<file path="config.mk">
export PLATFORM = sky130hd
export DESIGN_NAME = xg_pon_burst_framer
export DESIGN_NICKNAME = d
export VERILOG_FILES = /design/src/rtl/xg_pon_pkg.sv /design/src/rtl/xg_pon_burst_framer_axis_out_reg.sv /design/src/rtl/xg_pon_burst_framer.sv
export SDC_FILE = /design/constraint.sdc
export NUM_CORES = 1
export LEC_CHECK = 0
export BUFFER_PORTS_ARGS = -buffer_cell sky130_fd_sc_hd__buf_4
export CAP_MARGIN = 20
export CORE_MARGIN = 1
export CORE_UTILIZATION = 35
export DETAILED_ROUTE_END_ITERATION = 10
export MAX_ROUTING_LAYER = met4
export PLACE_DENSITY_LB_ADDON = 0.25
export SLEW_MARGIN = 20
export SYNTH_ARGS = -nofsm -noshare
export SYNTH_HDL_FRONTEND = slang
export SYNTH_SLANG_ARGS = --single-unit
</file>
<file path="constraint.sdc">
create_clock -name clk_in -period 2.6 [get_ports clk_in]
set_input_delay 0 -clock clk_in [delete_from_list [all_inputs] [get_ports clk_in]]
set_output_delay 0 -clock clk_in [all_outputs]
set_load 0.02 [all_outputs]
</file>
<file path="src/rtl/xg_pon_pkg.sv">
// Shared XG-PON TX definitions: framing constants, framer state encoding
// and the AXI-Stream beat bundle carried through the output register.
package xg_pon_pkg;

  localparam logic [31:0] XGPON_PREAMBLE        = 32'h05560556;
  localparam logic [31:0] XGPON_DELIMITER       = 32'hb2c50fa1;
  localparam logic [31:0] XGPON_MAX_BURST_WORDS = 32'h10f;

  typedef enum logic [2:0] {
    ST_IDLE     = 3'd0,
    ST_PREAMBLE = 3'd1,
    ST_DELIM    = 3'd2,
    ST_PAYLOAD  = 3'd3,
    ST_DRAIN    = 3'd4,
    ST_GUARD    = 3'd5
  } framer_state_e;

  typedef struct packed {
    logic        user;
    logic        last;
    logic [3:0]  keep;
    logic [31:0] data;
  } axis_beat_t;

  // Header words always carry full byte enables and never end the burst.
  function automatic axis_beat_t header_beat(input logic [31:0] word, input logic first);
    axis_beat_t b;
    b.user = first;
    b.last = 1'b0;
    b.keep = 4'hF;
    b.data = word;
    return b;
  endfunction

endpackage

</file>
<file path="src/rtl/xg_pon_burst_framer_axis_out_reg.sv">
// Single-stage AXI-Stream output register. The owner computes load_en as
// (!q_valid || downstream ready); when load_en is low every output holds,
// which keeps the beat stable across a stall.
module axis_out_reg
  import xg_pon_pkg::*;
(
  input  logic       clk_in,
  input  logic       reset_in,
  input  logic       load_en,
  input  logic       d_valid,
  input  axis_beat_t d_beat,
  output logic       q_valid,
  output axis_beat_t q_beat
);

  // Capture the next beat (or a bubble) whenever the stage is free to move.
  always_ff @(posedge clk_in) begin
    if (reset_in) begin
      q_valid <= 1'b0;
      q_beat  <= '0;
    end else if (load_en) begin
      q_valid <= d_valid;
      q_beat  <= d_beat;
    end
  end

endmodule

</file>
<file path="src/rtl/xg_pon_burst_framer.sv">
// Upstream burst framer: prepends PREAMBLE_LEN preamble words and one
// delimiter to each payload burst, caps payload at MAX_PAYLOAD words
// (dropping the rest of an over-long burst), then idles for GUARD_LEN
// cycles after the final output handshake.
//
// Handshake: a word moves on either AXI-Stream side only in a cycle where
// TVALID and TREADY are both high at the rising edge; TVALID never depends
// on TREADY, and a valid output word holds all its fields until accepted.
module xg_pon_burst_framer
  import xg_pon_pkg::*;
#(
  parameter logic [31:0] PREAMBLE_WORD  = XGPON_PREAMBLE,
  parameter int unsigned PREAMBLE_LEN   = 8,
  parameter logic [31:0] DELIMITER_WORD = XGPON_DELIMITER,
  parameter int unsigned MAX_PAYLOAD    = XGPON_MAX_BURST_WORDS,
  parameter int unsigned GUARD_LEN      = 4
) (
  input  logic        clk_in,
  input  logic        reset_in,
  input  logic [31:0] axis_TDATA_in,
  input  logic        axis_TVALID_in,
  input  logic [3:0]  axis_TKEEP_in,
  input  logic        axis_TLAST_in,
  input  logic        axis_TUSER_in,
  output logic        axis_TREADY_out,
  output logic [31:0] axis_TDATA_out,
  output logic        axis_TVALID_out,
  output logic [3:0]  axis_TKEEP_out,
  output logic        axis_TLAST_out,
  output logic        axis_TUSER_out,
  input  logic        axis_TREADY_in,
  output logic        busy_out,
  output logic        trunc_err_out
);

  localparam logic [7:0]  HDR_LAST = 8'(PREAMBLE_LEN - 1);
  localparam logic [15:0] PAY_LAST = 16'(MAX_PAYLOAD - 1);
  localparam logic [15:0] GUARD_W  = 16'(GUARD_LEN);

  framer_state_e state, state_nxt;
  logic [7:0]    hdr_cnt, hdr_cnt_nxt;
  logic [15:0]   pay_cnt, pay_cnt_nxt;
  logic [15:0]   guard_cnt, guard_cnt_nxt;
  logic          trunc_q, trunc_nxt;

  logic          load_en;
  logic          in_hs;
  logic          ld_valid;
  axis_beat_t    ld_beat;
  logic          out_valid;
  axis_beat_t    out_beat;

  // Next-state, counter and output-register load decisions.
  always_comb begin
    state_nxt     = state;
    hdr_cnt_nxt   = hdr_cnt;
    pay_cnt_nxt   = pay_cnt;
    guard_cnt_nxt = guard_cnt;
    trunc_nxt     = 1'b0;
    ld_valid      = 1'b0;
    ld_beat       = '0;
    load_en       = !out_valid || axis_TREADY_in;

    case (state)
      ST_PAYLOAD: axis_TREADY_out = load_en;
      ST_DRAIN:   axis_TREADY_out = 1'b1;
      default:    axis_TREADY_out = 1'b0;
    endcase
    in_hs = axis_TVALID_in && axis_TREADY_out;

    case (state)
      ST_IDLE: begin
        // The first preamble word is loaded in the same cycle the pending
        // input is seen, so it appears on the output one cycle later.
        if (axis_TVALID_in && load_en) begin
          ld_valid    = 1'b1;
          ld_beat     = header_beat(PREAMBLE_WORD, 1'b1);
          hdr_cnt_nxt = 8'd1;
          pay_cnt_nxt = 16'd0;
          state_nxt   = (PREAMBLE_LEN == 1) ? ST_DELIM : ST_PREAMBLE;
        end
      end
      ST_PREAMBLE: begin
        if (load_en) begin
          ld_valid    = 1'b1;
          ld_beat     = header_beat(PREAMBLE_WORD, 1'b0);
          hdr_cnt_nxt = hdr_cnt + 8'd1;
          if (hdr_cnt == HDR_LAST) state_nxt = ST_DELIM;
        end
      end
      ST_DELIM: begin
        if (load_en) begin
          ld_valid  = 1'b1;
          ld_beat   = header_beat(DELIMITER_WORD, 1'b0);
          state_nxt = ST_PAYLOAD;
        end
      end
      ST_PAYLOAD: begin
        if (in_hs) begin
          ld_valid     = 1'b1;
          ld_beat.data = axis_TDATA_in;
          ld_beat.keep = axis_TKEEP_in;
          ld_beat.user = axis_TUSER_in;
          ld_beat.last = axis_TLAST_in || (pay_cnt == PAY_LAST);
          pay_cnt_nxt  = pay_cnt + 16'd1;
          if (axis_TLAST_in) begin
            state_nxt     = ST_GUARD;
            guard_cnt_nxt = 16'd0;
          end else if (pay_cnt == PAY_LAST) begin
            trunc_nxt = 1'b1;
            state_nxt = ST_DRAIN;
          end
        end
      end
      ST_DRAIN: begin
        if (axis_TVALID_in && axis_TLAST_in) begin
          state_nxt     = ST_GUARD;
          guard_cnt_nxt = 16'd0;
        end
      end
      ST_GUARD: begin
        // Counting starts in the cycle the final word handshakes
        // (load_en high means the register is empty or emptying).
        if (load_en) begin
          if (guard_cnt == GUARD_W) state_nxt = ST_IDLE;
          else                      guard_cnt_nxt = guard_cnt + 16'd1;
        end
      end
      default: state_nxt = ST_IDLE;
    endcase
  end

  // State and counter registers.
  always_ff @(posedge clk_in) begin
    if (reset_in) begin
      state     <= ST_IDLE;
      hdr_cnt   <= 8'd0;
      pay_cnt   <= 16'd0;
      guard_cnt <= 16'd0;
      trunc_q   <= 1'b0;
    end else begin
      state     <= state_nxt;
      hdr_cnt   <= hdr_cnt_nxt;
      pay_cnt   <= pay_cnt_nxt;
      guard_cnt <= guard_cnt_nxt;
      trunc_q   <= trunc_nxt;
    end
  end

  axis_out_reg u_out_reg (
    .clk_in   (clk_in),
    .reset_in (reset_in),
    .load_en  (load_en),
    .d_valid  (ld_valid),
    .d_beat   (ld_beat),
    .q_valid  (out_valid),
    .q_beat   (out_beat)
  );

  assign axis_TVALID_out = out_valid;
  assign axis_TDATA_out  = out_beat.data;
  assign axis_TKEEP_out  = out_beat.keep;
  assign axis_TLAST_out  = out_beat.last;
  assign axis_TUSER_out  = out_beat.user;
  assign busy_out        = (state != ST_IDLE);
  assign trunc_err_out   = trunc_q;

endmodule
</file>
==> impl_metrics.env <==
export IMPL_cap_violations=0
export IMPL_leakagePower_nw=1.99
export IMPL_rsz0062_at_grt="no"
export IMPL_synth_top_family_by_area="simple AND/OR/NAND/NOR gates"
export IMPL_hold_depth=3
export IMPL_io_buffers=83
export IMPL_crit_fanout=15
export IMPL_start_util=0.359
export IMPL_cts_resized=0
export IMPL_cp_cell_sequence="nand3b_2 > nor2_4 > a32oi_1 > buf_4 > nor4b_1 > mux2i_1"
export IMPL_grt_overflow=0
export IMPL_cts_buffer_depth=2
export IMPL_core_area_mm2=0.0108
export IMPL_yosys_warnings=0
export IMPL_powerDensity_mw_per_mm2=703
export IMPL_finalSetupViolCount=0
export IMPL_grt_pass1_wl_mm=16.7
export IMPL_ant_nets=0
export IMPL_antenna_cells=0
export IMPL_synthAdderAreaFrac=0.0161
export IMPL_dr_pass1_iters=5
export IMPL_synth_edf_count=0
export IMPL_syn_area_per_cell_um2=8.57
export IMPL_synthCells=454
export IMPL_post_cts_buffers=0
export IMPL_setup_tns_ns=0
export IMPL_grt_pass1_vias=3580
export IMPL_fp_dieH_um=107
export IMPL_synth_seq_cells=83
export IMPL_period_minus_slack_ns=2.29
export IMPL_final_max_slew_viol_count=0
export IMPL_cts_tree="yes"
export IMPL_routed_wl_mm=10.0
export IMPL_fmax_mhz=437
export IMPL_status="finished clean"
export IMPL_ys_seq_area_frac=0.427
export IMPL_ctsHoldBuffers=38
export IMPL_cts_sinks=83
export IMPL_ff_latch_area_mm2=0.00166
export IMPL_final_common_cell="buf_4"
export IMPL_vias=3778
export IMPL_hp_class="input pin to flop"
export IMPL_multiInputGateArea_mm2=0.00204
export IMPL_hpwl_mm=6.41
export IMPL_synth_mux_area_frac=0.0257
export IMPL_synth_compound_area_share=0.200
export IMPL_nets=611
export IMPL_cts_buffers=9
export IMPL_synthSimpleGateAreaFrac=0.240
export IMPL_grt_antenna_before_repair=0
export IMPL_clock_latency_ns=0.36
export IMPL_drive_gt1_frac=0.216
export IMPL_die_area_mm2=0.0115
export IMPL_synth_async_reset_ratio=0
export IMPL_gp_congestion=0.885
export IMPL_track_usage=0.186
export IMPL_clk_pin_slew_worst_paths_ns=0.09
export IMPL_io_pins=84
export IMPL_synth_fp_nets=501
export IMPL_ctsHtreeMaxLevel=3
export IMPL_cp_end_kind="flop"
export IMPL_vias_per_cell=5.33
export IMPL_hold_ws_ns=0.0189
export IMPL_row_count=38
export IMPL_rr_worst_depth=6
export IMPL_cpPeakStageDelay_ns=0.47
export IMPL_cp_arrival_ns=2.58
export IMPL_fin_skew_ns=0.00944
export IMPL_syn_cell_area_mm2=0.00389
export IMPL_synth_distinct_cells=55
export IMPL_required_ns=2.89
export IMPL_avgRoutedWirePerCell_um=14.2
export IMPL_ir_drop_v=0.000405
export IMPL_synth_xor_area_frac=0.0383
export IMPL_areaGrowthSynthToFinish_pct=35.1
export IMPL_maxSlewHeadroom=0.260
export IMPL_hold_viol_final=0
export IMPL_drc=0
export IMPL_nFillCells=1038
export IMPL_die_w_um=107
export IMPL_final_cell_mix="buf_4 (96), dfxtp_1 (83), nor2_1 (72)"
export IMPL_synthFlopType="dfxtp_1"
export IMPL_clockRootBuffer="clkbuf_8"
export IMPL_critical_path_class="flop to flop"
export IMPL_crit_path_start_kind="flop"
export IMPL_grt_max_degree=53
export IMPL_drt_iter0_drc=234
export IMPL_finalCritPeriodShare=0.880
export IMPL_tightest_slew_ns=1.10
export IMPL_crit_path_top_delay_cell="dfxtp_1"
## synth_stat cells, types with 2 or more instances
library cell  count  share of area
xnor2_1          11          0.025
a32oi_1           2         0.0045
or3_1             6         0.0096
a22oi_1          11          0.021
o21ai_0          16          0.021
a21oi_1          22          0.028
nor3b_1           3         0.0058
mux2i_1          10          0.026
nand3_1          16          0.021
dfxtp_1          83           0.43
a211o_1           8          0.018
and4b_1           2         0.0051
o31ai_1           5         0.0096
o211ai_1          8          0.015
xor2_1            6          0.014
a2bb2oi_1         2         0.0045
nor2b_1           4         0.0064
ha_1              5          0.016
or4_1             6          0.012
nand2_1          20          0.019
a32o_1            2         0.0051
clkbuf_1         20          0.019
inv_1            12          0.012
nor3_1            6         0.0077
a221oi_1         20          0.045
nand4_1           9          0.014
and2_1            3         0.0048
buf_2            11          0.014
and3_1            4         0.0064
buf_4             3         0.0058
nor4_1           19          0.031
nor4b_1           5          0.011
nor2_1           72          0.069
## worst paths after layout
| check | from | endpoint | slack, ns |
|---|---|---|---|
| worst max-delay path | state[2] | guard_cnt[12] | 0.31 |
| worst min-delay path | axis_TVALID_in | trunc_err_out | 0.02 |
| worst max register to register | state[2] | guard_cnt[12] | 0.31 |
| worst min register to register | hdr_cnt[7] | hdr_cnt[7] | 0.49 |
## state kept, by name, indices dropped and copies added (netlist names)
register	count
state	3
pay_cnt	16
trunc_err_out	1
u_out_reg.q_beat	38
u_out_reg.q_valid	1
guard_cnt	16
hdr_cnt	8
## final cells by class
cell class | count | share of cell area
Multi-Input combinational cell | 323 | 0.389
Sequential cell | 83 | 0.316
Timing Repair Buffer | 134 | 0.209
Tap cell | 140 | 0.0333
Clock buffer | 9 | 0.0236
Clock inverter | 7 | 0.0193
Inverter | 13 | 0.00928
## per-stage QoR
step	cells	power, mW	cell area [um^2]	utilization	setup WS [ns]
CTS	709	3.73	5260	0.485	0.333
global placement	655	2.61	4650	0.429	0.420
finish	709	3.69	5260	0.485	0.311
global route	709	3.89	5260	0.485	0.147
detailed placement	655	2.62	4650	0.429	0.360
floorplan	454	2.19	3890	-	0.678
## critical path: cells and delay by family (launching register included)
kind / cells / cell delay, ns
compound gates: 1 / 0.28
buf+inv: 1 / 0.29
flops: 1 / 0.47
mux: 1 / 0.24
simple gates: 3 / 0.95
## cell families (layout without fill, tap and decap cells)
logic type / Yosys count / in the layout
buf+inv: 48 / 163
simple gates: 182 / 182
compound gates: 109 / 109
mux: 10 / 10
flops: 83 / 83
xor+xnor: 17 / 17
fa+ha+maj: 5 / 5
## routing by layer
metal  up-vias  share of wire  GRT usage
met5         -              0          -
met4         0          0.018     0.0744
met3        15          0.052     0.0333
met2       133           0.45      0.291
met1      1732           0.48      0.238
li1       1898              -          -
## power by group
part           switching [mW]  internal (mW)  total [mW]
Combinational           0.618          0.483        1.10
Sequential              0.120           1.42        1.54
Clock                   0.501          0.547        1.05
No activity file was read; power rests on OpenSTA's default activity.
